<file path="src/rtl/plot_fifo.sv">
// Plot-request FIFO between the draw mux and the VGA adapter wrapper.
// Clips off-screen pixels, counts clipped and overflow-dropped plots.
module plot_fifo #(
   parameter int DEPTH  = 16,
   parameter int ADDR_W = 4,
   parameter int X_MAX  = 159,
   parameter int Y_MAX  = 119
) (
   input  logic              clk,
   input  logic              reset,
   input  logic [9:0]        in_x,
   input  logic [9:0]        in_y,
   input  logic [2:0]        in_colour,
   input  logic              in_plot,
   input  logic              flush,
   input  logic              drain_en,
   output logic              in_ready,
   output logic [9:0]        out_x,
   output logic [9:0]        out_y,
   output logic [2:0]        out_colour,
   output logic              out_plot,
   output logic [ADDR_W:0]   level,
   output logic [7:0]        clip_count,
   output logic [7:0]        drop_count
);

   localparam logic [ADDR_W:0] LVL_FULL = (ADDR_W+1)'(DEPTH);
   localparam logic [9:0]      X_LIM    = 10'(X_MAX);
   localparam logic [9:0]      Y_LIM    = 10'(Y_MAX);

   function automatic logic [7:0] sat_inc(input logic [7:0] v);
      return (v == 8'hFF) ? v : v + 8'd1;
   endfunction

   logic [22:0]       mem [DEPTH];
   logic [ADDR_W-1:0] wr_ptr, rd_ptr;
   logic [ADDR_W:0]   lvl;
   logic [9:0]        x_p1, y_p1;
   logic [2:0]        colour_p1;
   logic              vld_p1;
   logic [7:0]        clip_cnt, drop_cnt;

   logic legal, full, pop_req, pop, push, clip_hit, drop_hit;

   // Stage 0: clip check and push/pop arbitration
   always_comb begin
      legal    = (in_x <= X_LIM) && (in_y <= Y_LIM);
      full     = (lvl == LVL_FULL);
      pop_req  = drain_en && (lvl != '0);
      pop      = pop_req && !flush;
      // A pop in the same cycle frees a slot, so a full FIFO can still accept.
      push     = in_plot && legal && (!full || pop_req) && !flush;
      clip_hit = in_plot && !legal;
      drop_hit = in_plot && legal && full && !pop_req;
   end

   always_ff @(posedge clk) begin
      if (push)
         mem[wr_ptr] <= {in_colour, in_y, in_x};
   end

   always_ff @(posedge clk) begin
      if (reset) begin
         wr_ptr <= '0;
         rd_ptr <= '0;
         lvl    <= '0;
         vld_p1 <= 1'b0;
      end else if (flush) begin
         wr_ptr <= '0;
         rd_ptr <= '0;
         lvl    <= '0;
         vld_p1 <= 1'b0;
      end else begin
         if (push)
            wr_ptr <= wr_ptr + ADDR_W'(1);
         if (pop)
            rd_ptr <= rd_ptr + ADDR_W'(1);
         case ({push, pop})
            2'b10:   lvl <= lvl + (ADDR_W+1)'(1);
            2'b01:   lvl <= lvl - (ADDR_W+1)'(1);
            default: lvl <= lvl;
         endcase
         vld_p1 <= pop;
      end
   end

   // Stage 1: registered head entry presented to the adapter
   always_ff @(posedge clk) begin
      if (reset) begin
         x_p1      <= '0;
         y_p1      <= '0;
         colour_p1 <= '0;
      end else if (pop) begin
         {colour_p1, y_p1, x_p1} <= mem[rd_ptr];
      end
   end

   always_ff @(posedge clk) begin
      if (reset) begin
         clip_cnt <= '0;
         drop_cnt <= '0;
      end else begin
         if (clip_hit)
            clip_cnt <= sat_inc(clip_cnt);
         if (drop_hit)
            drop_cnt <= sat_inc(drop_cnt);
      end
   end

   assign in_ready   = (lvl != LVL_FULL);
   assign level      = lvl;
   assign out_x      = x_p1;
   assign out_y      = y_p1;
   assign out_colour = colour_p1;
   assign out_plot   = vld_p1;
   assign clip_count = clip_cnt;
   assign drop_count = drop_cnt;

endmodule

</file>
<file path="config.mk">
export PLATFORM = sky130hd
export DESIGN_NAME = plot_fifo
export DESIGN_NICKNAME = d
export VERILOG_FILES = /design/src/rtl/plot_fifo.sv
export SDC_FILE = /design/constraint.sdc
export NUM_CORES = 1
export LEC_CHECK = 0
export CAP_MARGIN = 10
export CORE_MARGIN = 4
export CORE_UTILIZATION = 60
export DETAILED_ROUTE_END_ITERATION = 10
export GPL_ROUTABILITY_DRIVEN = 0
export PLACE_DENSITY = 0.79
export SYNTH_ARGS = -nofsm -noshare
export SYNTH_HDL_FRONTEND = slang
export SYNTH_SLANG_ARGS = --single-unit
</file>
<file path="constraint.sdc">
create_clock -name clk -period 5.8 [get_ports clk]
set_clock_uncertainty 0.2 [all_clocks]
set_input_delay 1.16 -clock clk [delete_from_list [all_inputs] [get_ports clk]]
set_output_delay 1.16 -clock clk [all_outputs]
set_load 0.03 [all_outputs]
</file>
==> results.json <==
{
  "ctsResizeCount": 0,
  "crit_chain": "clkdlybuf4s50_1 -> nor3b_1 -> and4_1 -> and2_1 -> inv_1 -> ha_1 -> xor2_1 -> ha_1 -> a211o_1 -> a211oi_1 -> a211oi_1 -> or3_1 -> a21oi_1",
  "cts_buffer_depth": 3,
  "fp-row-count": 60,
  "htreeDepth": 2,
  "tns_ns": 0,
  "die-area_sq_um": 29870,
  "cts.reportedPaths.clkPinSlew_ns": 0.06,
  "synth.avg_cell_area_sq_um": 19.78,
  "worstPathRequired_ns": 6.05,
  "grt_max_degree": 65,
  "die_w_microns": 172.8,
  "period_share": 0.7794,
  "cts_root_buffer": "clkbuf_16",
  "drt_iter0_markers": 791,
  "grt_overflow": 0,
  "routed_wl_microns": 33740,
  "nNetsFinal": 966,
  "final_cells": 1300,
  "synth_edf_count": 368,
  "cts_made_buffers": 41,
  "avgViaCountPerCell": 6.288,
  "finalCriticalPeriod_ns": 4.520,
  "cp_max_fo": 18,
  "synth_top_flop_cell": "edfxtp_1",
  "dr.pass1.iters": 5,
  "grt_use_total": 0.2313,
  "arrival_ns": 4.77,
  "io_buffers": 73,
  "grt_pass1_vias": 8561,
  "placeableCoreArea_sq_um": 26880,
  "fillerInstances": 1634,
  "ys_ff_latch": 421,
  "dieHeight_microns": 172.8,
  "antenna_found_initial": 0,
  "critical-path-top-delay-family": "simple AND/OR/NAND/NOR gates",
  "synthTopCellsByArea": "edfxtp_1 (68%), mux4_2 (13%), dfxtp_1 (6.5%), mux2i_1 (1.7%), mux2_2 (1.6%)",
  "synth_seq_area_share": 0.7431,
  "drt.antenna.violating_nets": 0,
  "synth_cells": 824,
  "worst_pin_slew_ns": 1.010,
  "cts-hold-fix-buffers": 0,
  "synth_top_cell_by_area": "edfxtp_1",
  "num_vias": 8175,
  "peakVddDrop_v": 0.0002021,
  "min_path_type": "flip-flop to flip-flop",
  "worstSkewPairLatency_ns": 0.52,
  "wl_per_cell_microns": 25.95,
  "synth_top_area_frac": 0.6780,
  "p_leak_nw": 5.839,
  "cp_num_buf_inv": 2,
  "cpPeakStageDelay_ns": 0.77,
  "post-dp-hpwl_microns": 18050,
  "synthDistinctLibCells": 44,
  "async_flop_share": 0,
  "status": "complete, no violations",
  "setup_violations": 0,
  "dp.cells": 1225,
  "crit_slowest_cell": "clkdlybuf4s50_1",
  "yosysWarnings": 0,
  "end_kind": "flip-flop",
  "final_hold_viol_count": 0,
  "max_slew_margin": 0.3265,
  "power_mw": 5.853,
  "diodes": 0,
  "rsz0062_at_grt": "false",
  "post_cts_buffers": 0,
  "grt_pass1_wl_microns": 52350,
  "power_density_nw_per_um2": 311.0,
  "drive_gt1_frac": 0.2377,
  "path_class": "primary input to flip-flop",
  "syn_area_sq_um": 16300,
  "critPathLaunchType": "primary input",
  "tritoncts": "done",
  "fmax_mhz": 221.2,
  "route.detailed.drc": 0,
  "cts_sinks": 421,
  "area_delta_synth_final_pct": 15.48,
  "ios": 74,
  "drv_cap": 0,
  "synth_fp_nets": 863,
  "maxSlewViolCount": 0,
  "initial_utilization": 0.6065
}
[sequential cells by signal, summed over array words and instances (netlist names)]
register / cells
mem: 368
out_x: 10
out_y: 10
clip_count: 8
drop_count: 8
level: 5
rd_ptr: 4
wr_ptr: 4
out_colour: 3
out_plot: 1
[metrics by stage]
step / hold slack [ns] / area [sq um] / setup WS, ns / util
2_1_floorplan: 0.2941 / 16300 / 1.650 / -
3_3_place_gp: 0.2712 / 17560 / 1.003 / 0.6534
3_5_place_dp: 0.2770 / 17560 / 0.8086 / 0.6534
4_1_cts: 0.2907 / 18820 / 1.328 / 0.7003
5_1_grt: 0.2967 / 18820 / 1.028 / 0.7003
6_report: 0.2838 / 18820 / 1.280 / 0.7003
[metal layers]
layer,track usage,wire length (microns),share of wire,up-vias
met5,0,0,0,-
met2,0.3798,16720,0.50,374
met4,0.05953,846,0.025,0
li1,-,-,-,3546
met1,0.3279,13430,0.40,4196
met3,0.04416,2744,0.081,59
[layout make-up]
| type | count | area (sq um) | share of cell area |
|---|---|---|---|
| clock buffer | 55 | 1141 | 0.06063 |
| clock inverter | 20 | 120.1 | 0.006382 |
| inverter | 7 | 26.28 | 0.001396 |
| multi-input combinational | 352 | 3996 | 0.2123 |
| sequential | 421 | 12120 | 0.6441 |
| tap | 341 | 426.7 | 0.02267 |
| timing repair buffer | 104 | 988.4 | 0.05252 |
[Yosys cell counts (2+ instances only)]
cell type,count
a211oi_1,2
a21oi_1,8
a221o_1,23
and4_1,2
buf_1,7
buf_2,18
buf_6,4
clkbuf_1,15
dfxtp_1,53
edfxtp_1,368
ha_1,11
inv_1,7
mux2_2,23
mux2i_1,27
mux4_2,92
nand2_1,12
nand2b_1,3
nand3_1,9
nand4_1,5
nor2_1,64
nor2b_1,3
nor3_1,10
nor3b_1,2
nor4_1,7
nor4b_1,2
o21ai_0,6
or3_1,3
or3b_2,2
xnor2_1,15
xor2_1,7
[placed cells by master, fill, tap and decap left out, types with 8 or more instances in the layout]
cell type | synthesis | routed
a21oi_1 | 8 | 8
a221o_1 | 23 | 23
buf_4 | 0 | 29
clkbuf_1 | 15 | 10
clkbuf_16 | 0 | 43
clkdlybuf4s50_1 | 0 | 73
clkinv_1 | 0 | 10
dfxtp_1 | 53 | 50
edfxtp_1 | 368 | 368
ha_1 | 11 | 11
mux2_2 | 23 | 23
mux2i_1 | 27 | 27
mux4_2 | 92 | 92
nand2_1 | 12 | 12
nand3_1 | 9 | 9
nor2_1 | 64 | 51
nor2_2 | 1 | 14
xnor2_1 | 15 | 15
[final timing paths]
kind                                   start                    endpoint  slack [ns]  cells past startpoint
setup / recovery                     in_y[8]       level[4]$_SDFFE_PP0P_        1.28                     13
hold reg to reg   out_colour[0]$_SDFFE_PP0P_  out_colour[0]$_SDFFE_PP0P_        0.28                      1
setup reg to reg       level[1]$_SDFFE_PP0P_       level[4]$_SDFFE_PP0P_        2.20                     12
hold / removal    out_colour[0]$_SDFFE_PP0P_  out_colour[0]$_SDFFE_PP0P_        0.28                      1
[cells by family after synthesis]
kind of cell | count (synthesis) | share of synthesized area
compound gates | 46 | 0.02334
buf+inv | 51 | 0.01497
simple gates | 131 | 0.03877
xor+xnor | 22 | 0.01182
mux | 142 | 0.1596
fa+ha+maj | 11 | 0.008444
flops | 421 | 0.7431
[power by group]
group	total, mW	switching (mW)	internal [mW]
Combinational	0.0807	0.0542	0.0264
Sequential	3.29	0.00217	3.29
Clock	2.48	1.05	1.43
Total	5.85	1.11	4.74
(Power assumes the default switching activity.)
